<file path="src/rtl/spi_slave_regfile_pkg.sv">
// Shared types and helpers for the SPI slave register file.
package spi_slave_regfile_pkg;

  typedef enum logic [2:0] {
    IDLE   = 3'd0,
    CMD    = 3'd1,
    ADDR   = 3'd2,
    DATA   = 3'd3,
    IGNORE = 3'd4
  } state_t;

  // Value of the first frame bit that requests a read.
  localparam logic RW_READ = 1'b1;

  // Returns 1 when data is sampled on the rising sck edge.
  // Modes 0 and 3 sample on rising; modes 1 and 2 sample on falling.
  function automatic logic sample_on_rise(input int cpol, input int cpha);
    return (cpol == cpha);
  endfunction

endpackage

</file>
<file path="src/rtl/spi_sync_edge.sv">
// Two-flop synchroniser for sck/ss_n/mosi with edge detection.
// Produces sample/shift strobes for the configured SPI mode and
// select edges.
// The ss_n chain resets to the "selected" level, so a frame already
// in progress when reset is released can never produce a falling
// edge. Such a frame stays invisible until ss_n has been seen high.
import spi_slave_regfile_pkg::*;

module spi_sync_edge #(
  parameter int CPOL = 0,
  parameter int CPHA = 0
) (
  input  logic clk,
  input  logic reset,
  input  logic i_sck,
  input  logic i_ss_n,
  input  logic i_mosi,
  output logic o_mosi,
  output logic o_sample_stb,
  output logic o_shift_stb,
  output logic o_ss_fall,
  output logic o_ss_rise
);

  localparam logic SAMPLE_RISE = sample_on_rise(CPOL, CPHA);
  localparam logic SCK_IDLE    = (CPOL != 0);

  logic r_sck_s1, r_sck_s2, r_sck_d;
  logic r_ss_s1, r_ss_s2, r_ss_d;
  logic r_mosi_s1, r_mosi_s2;
  logic w_sck_rise, w_sck_fall;

  // Synchronise the three asynchronous SPI inputs and keep one delayed copy for edge detect.
  always_ff @(posedge clk) begin
    if (reset) begin
      r_sck_s1  <= SCK_IDLE;
      r_sck_s2  <= SCK_IDLE;
      r_sck_d   <= SCK_IDLE;
      r_ss_s1   <= 1'b0;
      r_ss_s2   <= 1'b0;
      r_ss_d    <= 1'b0;
      r_mosi_s1 <= 1'b0;
      r_mosi_s2 <= 1'b0;
    end else begin
      r_sck_s1  <= i_sck;
      r_sck_s2  <= r_sck_s1;
      r_sck_d   <= r_sck_s2;
      r_ss_s1   <= i_ss_n;
      r_ss_s2   <= r_ss_s1;
      r_ss_d    <= r_ss_s2;
      r_mosi_s1 <= i_mosi;
      r_mosi_s2 <= r_mosi_s1;
    end
  end

  assign w_sck_rise   = r_sck_s2 & ~r_sck_d;
  assign w_sck_fall   = ~r_sck_s2 & r_sck_d;
  assign o_sample_stb = SAMPLE_RISE ? w_sck_rise : w_sck_fall;
  assign o_shift_stb  = SAMPLE_RISE ? w_sck_fall : w_sck_rise;
  assign o_ss_fall    = ~r_ss_s2 & r_ss_d;
  assign o_ss_rise    = r_ss_s2 & ~r_ss_d;
  assign o_mosi       = r_mosi_s2;

endmodule

</file>
<file path="src/rtl/spi_slave_regfile.sv">
// SPI slave with an internal register file.
// Frame format, MSB first: R/W bit (1 = read), address, one or more
// data words. Committed writes appear on wr_*. The local host reads
// storage through host_addr/host_data.
// Optional burst mode: define SPI_SLAVE_REGFILE_AUTOINC_EN. The
// address then increments (wrapping) after each word while ss_n
// stays low. Without it, a frame ends after its first data word.
import spi_slave_regfile_pkg::*;

module spi_slave_regfile #(
  parameter int ADDR_BITS = 7,
  parameter int DATA_BITS = 8,
  parameter int CPOL      = 0,
  parameter int CPHA      = 0,
  parameter logic [DATA_BITS-1:0] RESET_VAL = {DATA_BITS{1'b0}}
) (
  input  logic                 clk,
  input  logic                 reset,
  input  logic                 sck,
  input  logic                 ss_n,
  input  logic                 mosi,
  output logic                 miso,
  output logic                 miso_oe,
  output logic                 wr_valid,
  output logic [ADDR_BITS-1:0] wr_addr,
  output logic [DATA_BITS-1:0] wr_data,
  input  logic [ADDR_BITS-1:0] host_addr,
  output logic [DATA_BITS-1:0] host_data,
  output logic                 busy
);

  localparam int NUM_REGS = 1 << ADDR_BITS;
  localparam int MAX_BITS = (ADDR_BITS > DATA_BITS) ? ADDR_BITS : DATA_BITS;
  localparam int CNT_W    = $clog2(MAX_BITS + 1);
  localparam logic [CNT_W-1:0] LAST_A = CNT_W'(ADDR_BITS - 1);
  localparam logic [CNT_W-1:0] LAST_D = CNT_W'(DATA_BITS - 1);

  logic w_mosi, w_sample_stb, w_shift_stb, w_ss_fall, w_ss_rise;

  spi_sync_edge #(
    .CPOL (CPOL),
    .CPHA (CPHA)
  ) u_sync (
    .clk          (clk),
    .reset        (reset),
    .i_sck        (sck),
    .i_ss_n       (ss_n),
    .i_mosi       (mosi),
    .o_mosi       (w_mosi),
    .o_sample_stb (w_sample_stb),
    .o_shift_stb  (w_shift_stb),
    .o_ss_fall    (w_ss_fall),
    .o_ss_rise    (w_ss_rise)
  );

  state_t               r_state;
  logic [CNT_W-1:0]     r_cnt;
  logic                 r_is_read;
  logic [ADDR_BITS-1:0] r_addr;
  logic [DATA_BITS-1:0] r_data;
  logic [DATA_BITS-1:0] r_shift;
  logic                 r_miso, r_miso_oe, r_wr_valid, r_busy;
  logic [ADDR_BITS-1:0] r_wr_addr;
  logic [DATA_BITS-1:0] r_wr_data;
  logic [DATA_BITS-1:0] r_host_data;
  logic [DATA_BITS-1:0] r_mem [NUM_REGS];

  logic [ADDR_BITS-1:0] w_addr_next;
  logic [DATA_BITS-1:0] w_word;
  logic                 w_wr_en;

  // Sampled bit appended at the LSB of the partial address / data word.
  assign w_addr_next = ADDR_BITS'({r_addr, w_mosi});
  assign w_word      = DATA_BITS'({r_data, w_mosi});

  // A write commits on the last sample of a complete word, unless select is rising in the same clk.
  assign w_wr_en = (r_state == DATA) && w_sample_stb && !w_ss_rise &&
                   (r_cnt == LAST_D) && (r_is_read != RW_READ);

`ifdef SPI_SLAVE_REGFILE_AUTOINC_EN
  logic [ADDR_BITS-1:0] w_addr_inc;
  assign w_addr_inc = r_addr + 1'b1;
`endif

  // Frame decoder: command/address/data sequencing, read shifter, and write strobe.
  always_ff @(posedge clk) begin
    if (reset) begin
      r_state    <= IDLE;
      r_cnt      <= {CNT_W{1'b0}};
      r_is_read  <= 1'b0;
      r_addr     <= {ADDR_BITS{1'b0}};
      r_data     <= {DATA_BITS{1'b0}};
      r_shift    <= {DATA_BITS{1'b0}};
      r_miso     <= 1'b0;
      r_miso_oe  <= 1'b0;
      r_wr_valid <= 1'b0;
      r_wr_addr  <= {ADDR_BITS{1'b0}};
      r_wr_data  <= {DATA_BITS{1'b0}};
      r_busy     <= 1'b0;
    end else begin
      r_wr_valid <= 1'b0;
      if (w_ss_rise) begin
        r_state   <= IDLE;
        r_cnt     <= {CNT_W{1'b0}};
        r_miso    <= 1'b0;
        r_miso_oe <= 1'b0;
        r_busy    <= 1'b0;
      end else begin
        case (r_state)
          IDLE: begin
            if (w_ss_fall) begin
              r_state <= CMD;
              r_cnt   <= {CNT_W{1'b0}};
              r_busy  <= 1'b1;
            end
          end
          CMD: begin
            if (w_sample_stb) begin
              r_is_read <= (w_mosi == RW_READ);
              r_state   <= ADDR;
              r_cnt     <= {CNT_W{1'b0}};
            end
          end
          ADDR: begin
            if (w_sample_stb) begin
              r_addr <= w_addr_next;
              if (r_cnt == LAST_A) begin
                r_state <= DATA;
                r_cnt   <= {CNT_W{1'b0}};
                r_shift <= r_mem[w_addr_next];
              end else begin
                r_cnt <= r_cnt + 1'b1;
              end
            end
          end
          DATA: begin
            if (w_sample_stb) begin
              r_data <= w_word;
              if (r_cnt == LAST_D) begin
                r_cnt <= {CNT_W{1'b0}};
                if (r_is_read != RW_READ) begin
                  r_wr_valid <= 1'b1;
                  r_wr_addr  <= r_addr;
                  r_wr_data  <= w_word;
                end
`ifdef SPI_SLAVE_REGFILE_AUTOINC_EN
                r_addr  <= w_addr_inc;
                r_shift <= r_mem[w_addr_inc];
`else
                r_state   <= IGNORE;
                r_miso    <= 1'b0;
                r_miso_oe <= 1'b0;
`endif
              end else begin
                r_cnt <= r_cnt + 1'b1;
              end
            end else if (w_shift_stb && (r_is_read == RW_READ)) begin
              r_miso    <= r_shift[DATA_BITS-1];
              r_shift   <= r_shift << 1;
              r_miso_oe <= 1'b1;
            end
          end
          IGNORE: begin
            r_miso    <= 1'b0;
            r_miso_oe <= 1'b0;
          end
          default: begin
            r_state <= IDLE;
          end
        endcase
      end
    end
  end

  // Register storage and registered host read port.
  // A host read in the same clk as a write returns the old value.
  always_ff @(posedge clk) begin
    if (reset) begin
      for (int i = 0; i < NUM_REGS; i++) begin
        r_mem[i] <= RESET_VAL;
      end
      r_host_data <= {DATA_BITS{1'b0}};
    end else begin
      if (w_wr_en) begin
        r_mem[r_addr] <= w_word;
      end
      r_host_data <= r_mem[host_addr];
    end
  end

  assign miso      = r_miso;
  assign miso_oe   = r_miso_oe;
  assign wr_valid  = r_wr_valid;
  assign wr_addr   = r_wr_addr;
  assign wr_data   = r_wr_data;
  assign host_data = r_host_data;
  assign busy      = r_busy;

endmodule
</file>
<file path="config.mk">
export PLATFORM = sky130hd
export DESIGN_NAME = spi_slave_regfile
export DESIGN_NICKNAME = d
export VERILOG_FILES = /design/src/rtl/spi_slave_regfile_pkg.sv /design/src/rtl/spi_sync_edge.sv /design/src/rtl/spi_slave_regfile.sv
export SDC_FILE = /design/constraint.sdc
export NUM_CORES = 2
export LEC_CHECK = 0
export ABC_CLOCK_PERIOD_IN_PS = 2900
export CAP_MARGIN = 20
export CORE_MARGIN = 2
export CORE_UTILIZATION = 50
export DETAILED_ROUTE_END_ITERATION = 8
export PLACE_DENSITY_LB_ADDON = 0.08
export SETUP_SLACK_MARGIN = 0.05
export SYNTH_ARGS = -nofsm -noshare
export SYNTH_HDL_FRONTEND = slang
export SYNTH_SLANG_ARGS = --single-unit
</file>
<file path="constraint.sdc">
create_clock -name clk -period 2.9 [get_ports clk]
set_input_delay 0.725 -clock clk [delete_from_list [all_inputs] [get_ports clk]]
set_output_delay 0.725 -clock clk [all_outputs]
set_load 0.02 [all_outputs]
</file>
Yosys cells after proc, flatten, opt, wreduce, memory -nomap -nowiden
Memory sizes are Yosys's and may differ from the RTL's. A register that Yosys moved wholly into a read port is not among the register bits.
Cells that the tools add are included.
{ "classes": {"n_addsub": 1, "n_eq_ne": 16, "n_mux": 35, "n_bitwise": 14, "n_reduce_logical": 22} }
{ "op_table": {"columns": ["op", "count"], "rows": [
  ["two-way mux 8 bit", 5],
  ["two-way mux 4 bit", 6],
  ["two-way mux 3 bit", 6],
  ["one-hot mux 4 bit (4 select lines)", 1],
  ["one-hot mux 8 bit (2 select lines)", 1],
  ["one-hot mux 3 bit (5 select lines)", 1],
  ["two-way mux 1 bit", 12],
  ["AND reduction 3 bit", 4],
  ["!= test 2 bit (second input constant)", 5],
  ["inverter 1 bit", 10],
  ["AND reduction 5 bit", 2],
  ["== test 4 x 3 -> 1 bit (second input constant)", 2],
  ["OR reduction 8 bit", 1],
  ["two-way mux 7 bit", 1],
  ["AND reduction 7 bit", 1],
  ["== test 3 x 2 -> 1 bit (second input constant)", 2],
  ["!= test 2 x 1 -> 1 bit (second input constant)", 3],
  ["!= test 3 x 2 -> 1 bit (second input constant)", 2],
  ["AND reduction 6 bit", 1],
  ["logical AND 1 bit", 5],
  ["OR reduction 5 bit", 1],
  ["adder 4 x 1 -> 4 bit (second input constant)", 1],
  ["AND 1 bit", 4],
  ["one-hot mux 1 bit (2 select lines)", 2],
  ["8 further kinds", 9]
]} }
{ "word_totals": {"regBits": 57, "ramBits": 1024, "inputBits": 12, "output_inout_bits": 27, "wordCells": 109, "memories": 1} }
{ "mem_list": {"columns": ["memory", "words", "width", "rd", "rd_ports_with_merged_regs", "write_ports", "line", "source"], "rows": [
  ["r_mem", 128, 8, 2, 1, 128, "spi_slave_regfile.sv:66", "logic [DATA_BITS-1:0] r_mem [NUM_REGS];"]
]} }

Depth between registers and ports, before layout
{ "depth": {"ltp_word": 11, "depth_mapped": 12, "mapped_depth_nobuf": 7} }

By module
A second synthesis with hierarchy kept.
{ "hier_totals": {"hier_cells": 4017, "area_unflattened_um2": 58135.8} }
{ "by_module_without_submodules": {"columns": ["module", "instances", "cells_each", "area_per_inst_um2", "seq_area_each_um2"], "rows": [
  ["spi_slave_regfile", 1, 3997, 57900.5, 31890.6],
  ["spi_sync_edge", 1, 20, 235.2, 160.2]
]} }

Least setup slack after synthesis
OpenSTA, ideal clock, no wires.
{ "synth_timing": {"path_kind": "input to register", "from": "in host_addr[0]", "to": "reg r_host_data[2] (netlist: host_data[2]), read port of r_mem", "setup_time_ns": 0.117, "arrival_ns": 2.706, "t_required_ns": 2.783, "setup_slack_ns": 0.077, "path_stages": 8, "path_buffers": 3, "cell_sequence": "buf_2 buf_2 buf_2 mux4_2 mux4_2 a22oi_1 nand2_1 a22o_1"} }
{ "synth_lines": {"columns": ["element", "line", "source"], "rows": [
  ["start, declared", "spi_slave_regfile.sv:27", "input logic [ADDR_BITS-1:0] host_addr,"],
  ["end, declared", "spi_slave_regfile.sv:65", "logic [DATA_BITS-1:0] r_host_data;"]
]} }

Worst setup path in the final report
{ "layout_timing": {"from": "reg u_sync.r_mosi_s2 (netlist: u_sync.o_mosi)", "to": "reg r_shift[7]"} }
{ "layout_between": {"elab_chain_cells": 4} }
{ "layout_lines": {"columns": ["element", "line", "source"], "rows": [
  ["start, declared", "spi_sync_edge.sv:30", "logic r_mosi_s1, r_mosi_s2;"],
  ["start signal, assigned", "spi_sync_edge.sv:52", "r_mosi_s2 <= r_mosi_s1;"],
  ["memory (128 x 8 bit)", null, null],
  ["two-way mux 8 bit", "spi_slave_regfile.sv:127", "if (r_cnt == LAST_A) begin"],
  ["two-way mux 8 bit", "spi_slave_regfile.sv:125", "if (w_sample_stb) begin"],
  ["one-hot mux 8 bit (2 select lines)", "spi_slave_regfile.sv:109", "case (r_state)"],
  ["end signal, assigned", "spi_slave_regfile.sv:93", "r_shift <= {DATA_BITS{1'b0}};"],
  ["end signal, assigned", "spi_slave_regfile.sv:130", "r_shift <= r_mem[w_addr_next];"],
  ["end signal, assigned", "spi_slave_regfile.sv:159", "r_shift <= r_shift << 1;"],
  ["end, declared", "spi_slave_regfile.sv:61", "logic [DATA_BITS-1:0] r_shift;"]
]} }
No other way between the ends. The select of a mux whose other input is x is not followed.
A chain may end at the register's enable or synchronous reset.

==> results.tsv <==
stage	metric	value	unit
critical_path	required time worst endpoint	3510	ps
place	DP Area	62850	µm²
hold_path	hold crit path type	primary input to flip-flop	
critical_path	Most common cell on crit path	buf_12	
critical_path	CP cell instances	buf_12 -> buf_16 -> buf_12 -> buf_6 -> mux4_2 -> a22oi_2 -> o21ai_0 -> o32ai_4 -> buf_4 -> a211oi_1 -> a2bb2oi_1	
die	Core Footprint	114700	µm²
sta	FMAX	357.3	MHz
logic_synthesis	Cells after Synth	3913	
drt	Starting DRT DRC Count	5724	
power	Peak VDD IR	556.5	µV
clock_network	Inserted Clock Buffers	115	
critical_path	CP Class	flip-flop to flip-flop	
place	placed insts	5568	
sta	Max Transition Viols Final	0	
status	status	finished, final reports clean	
power	Leak	23.39	nW
drt	remaining antenna violation count after routing	0	
drt	DRC	0	
place	GP Congestion	0.9859	
critical_path	CP delay by family, top	compound AO/OA/AOI/OAI gates	
die	DIE WIDTH	344.3	µm
logic_synthesis	commonest cells in the synthesized netlist	1,030 x and2_1, 1,024 x edfxtp_1, 542 x mux4_2	
drt	vias per cell	6.664	
layout	post-route cell area	67400	µm²
power	switching power total	8.627	mW
global_route	initial antenna violation count	5	
logic_synthesis	ys flop type	edfxtp_1	
logic_synthesis	Synth area leader	edfxtp_1	
critical_path	slowest cell on the critical path	mux4_2	
clock_network	worst-case clock buffer depth	3	
power	Switching Fraction	23.39	%
layout	final cell count without fillers	5815	
power	Clock Power Share	41.8	%
hold_path	WHS Path Cells	2	
logic_synthesis	register area share after synthesis	55.34	%
layout	Final #Nets	4213	
logic_synthesis	ys async rst share	0	%
logic_synthesis	Synth Area per Inst	14.80	µm²
clock_network	# H-tree levels	3	
critical_path	CP Depth	11	
sta	final setup fails	0	
die	Initial Utilization	50.52	%
power	Logic pwr share	8.3	%
die	DIE AREA	118600	µm²
sta	Tcrit/Tclk final	96.52	%
drt	routed wire length	202500	µm
global_route	total gr overflow	0	
clock_network	clk sinks	1089	
clock_network	CTS tree	yes	
logic_synthesis	Yosys cell types	65	
sta	Slew Limit Headroom	37.77	%
logic_synthesis	top-count cell post-synth	and2_1	
drt	first-pass detailed-route iteration total	6	
sta	RSZ-0062 raised after global routing	true	
place	Port Buffer Count	38	
critical_path	Worst Path Arrival	3410	ps
critical_path	CP max FO	11	
run	Max-cap violations	0	
power	Int Pwr	28.26	mW
clock_network	hold_buf cts	0	
sta	Least-Margin Pin Slew	933.5	ps
sta	Clock Skew	32.22	ps
drt	drt wl/cell	34.83	µm
power	Flop pwr share	49.9	%
sta	Tmin final	2799	ps
clock_network	clock latency at the later pin of the worst-skew pair	740	ps
place	Final HPWL DP	145100	µm
critical_path	reg2reg path depth	11	
die	I/O pin cnt	39	
layout	share of post-route cells with drive strength above 1	32.20	%
logic_synthesis	Cell Area, Synth	57920	µm²
global_route	number of global-route vias before repair	37760	
die	die height	344.3	µm
sta	Setup TNS	0	ps
logic_synthesis	Yosys top cell area share	53.09	%
power	pwr/cell area	547.2	nW/µm²
critical_path	Setup crit end kind	flip-flop	
critical_path	crit start category	flip-flop	
global_route	pin count of the biggest net entering global routing	132	
drt	via count	38750	
clock_network	Clock transition at path regs	60	ps
logic_synthesis	synth warn	0	
die	Rows	124	
logic_synthesis	Seq cells post-synth	1089	
global_route	first-pass GRT wire length	284700	µm
logic_synthesis	Area contributors post-synth	edfxtp_1 53%, mux4_2 21%, and2_1 11%	
sta	final hold violation count	0	
layout	final core occ	58.79	%
clock_network	CTS Root Cell	clkbuf_16	
critical_path	peak per-stage delay on the critical path	530	ps
sta	worst hold margin	315.6	ps
global_route	GRT Util Overall	34.26	%
logic_synthesis	EDFF count, synth	1024	
critical_path	Worst Path Buf+Inv	5	
logic_synthesis	post-synth net total	3927	
layout	synthesis-to-finish area growth	16.38	%
[path summary, 6_finish.rpt]
check	start	slack, ps	to
worst max register to register	u_sync.o_mosi	100	r_shift[7]
worst min-delay path	reset	320	r_addr[0]
worst max-delay path	u_sync.o_mosi	100	r_shift[7]
worst min register to register	u_sync.r_ss_s1	440	u_sync.r_ss_s2
[cell families after synthesis]
| logic type | synth area share (%) |
|---|---|
| muxes | 23.15 |
| xor gates and xnor gates | 0.01512 |
| adders and majority gates | 0.04320 |
| buffers and inverters | 2.700 |
| and+or+nand+nor | 15.63 |
| AOI/OAI and AO/OA | 3.126 |
| DFF | 55.34 |
[power groups by stage]
stage | Clock, mW | Combinational, mW | Sequential (mW)
2_1_floorplan | 0 | 1.89 | 18.3
3_3_place_gp | 0 | 2.88 | 18.7
4_1_cts | 15.6 | 2.95 | 18.4
5_1_grt | 16.1 | 3.15 | 18.4
6_report | 15.4 | 3.05 | 18.4
3_5_place_dp | 0 | 2.92 | 18.7
[stage by stage]
| step | total power, mW | worst slack (ps) |
|---|---|---|
| floorplan | 20.24 | 77.07 |
| global placement | 21.59 | -359.7 |
| detailed placement | 21.62 | -381.6 |
| CTS | 36.90 | 33.02 |
| global route | 37.70 | 15.10 |
| finish | 36.89 | 101.0 |
[cells in the final DEF, fill, tap and decap left out, types with 10 or more instances in the layout]
cell type	netlist	final
a21oi_1	60	56
a22o_1	22	20
or2_2	120	108
a22oi_1	74	71
clkinv_2	0	11
clkbuf_1	217	25
o22ai_1	24	23
dfxtp_1	65	51
clkdlybuf4s50_1	0	32
edfxtp_1	1024	1024
mux4_2	542	542
nor2_1	187	183
o21ai_0	15	13
and2_1	1030	1029
nand2_1	91	91
nor2b_1	32	30
nand3_1	32	31
mux2i_1	111	108
clkinv_1	2	21
or2_4	0	16
or3_1	10	10
bufinv_16	0	15
clkbuf_16	0	121
buf_4	32	389
buf_12	0	65
[layer usage]
layer	track usage (%)	share of wire (%)	up-vias
met2	51.43	45	2469
met1	50.16	40	20340
met3	6.625	11	388
met5	0	0.018	-
met4	12.37	4.0	6
li1	-	-	15550
[state kept, by name (all words and copies together) (netlist names), 3 cells and up]
name and cells:
host_data 8, r_addr 7, r_cnt 4, r_data 7
r_mem 1024, r_shift 8, r_state 3, wr_addr 7
wr_data 8
[what timing repair did]
action / in CTS / in global routing
pin swaps: 2 / 10
endpoints found under the setup margin: 308 / 938
buffers inserted: 6 / 17
resized for setup: 24 / 64
endpoints found under the hold margin: 0 / 0
cloned: 0 / 3
[cell type report]
type / count / area [µm²]
fillers: 8819 / 47250
diodes: 2 / 5.005
flip-flops and latches: 1089 / 32090
clock inverters: 70 / 795.8
well taps: 1512 / 1892
clock buffers: 149 / 3104
multi-input cells: 2482 / 24610
inverters: 4 / 15.01
repair buffers: 507 / 4893
No activity file was read; power rests on OpenSTA's default activity.
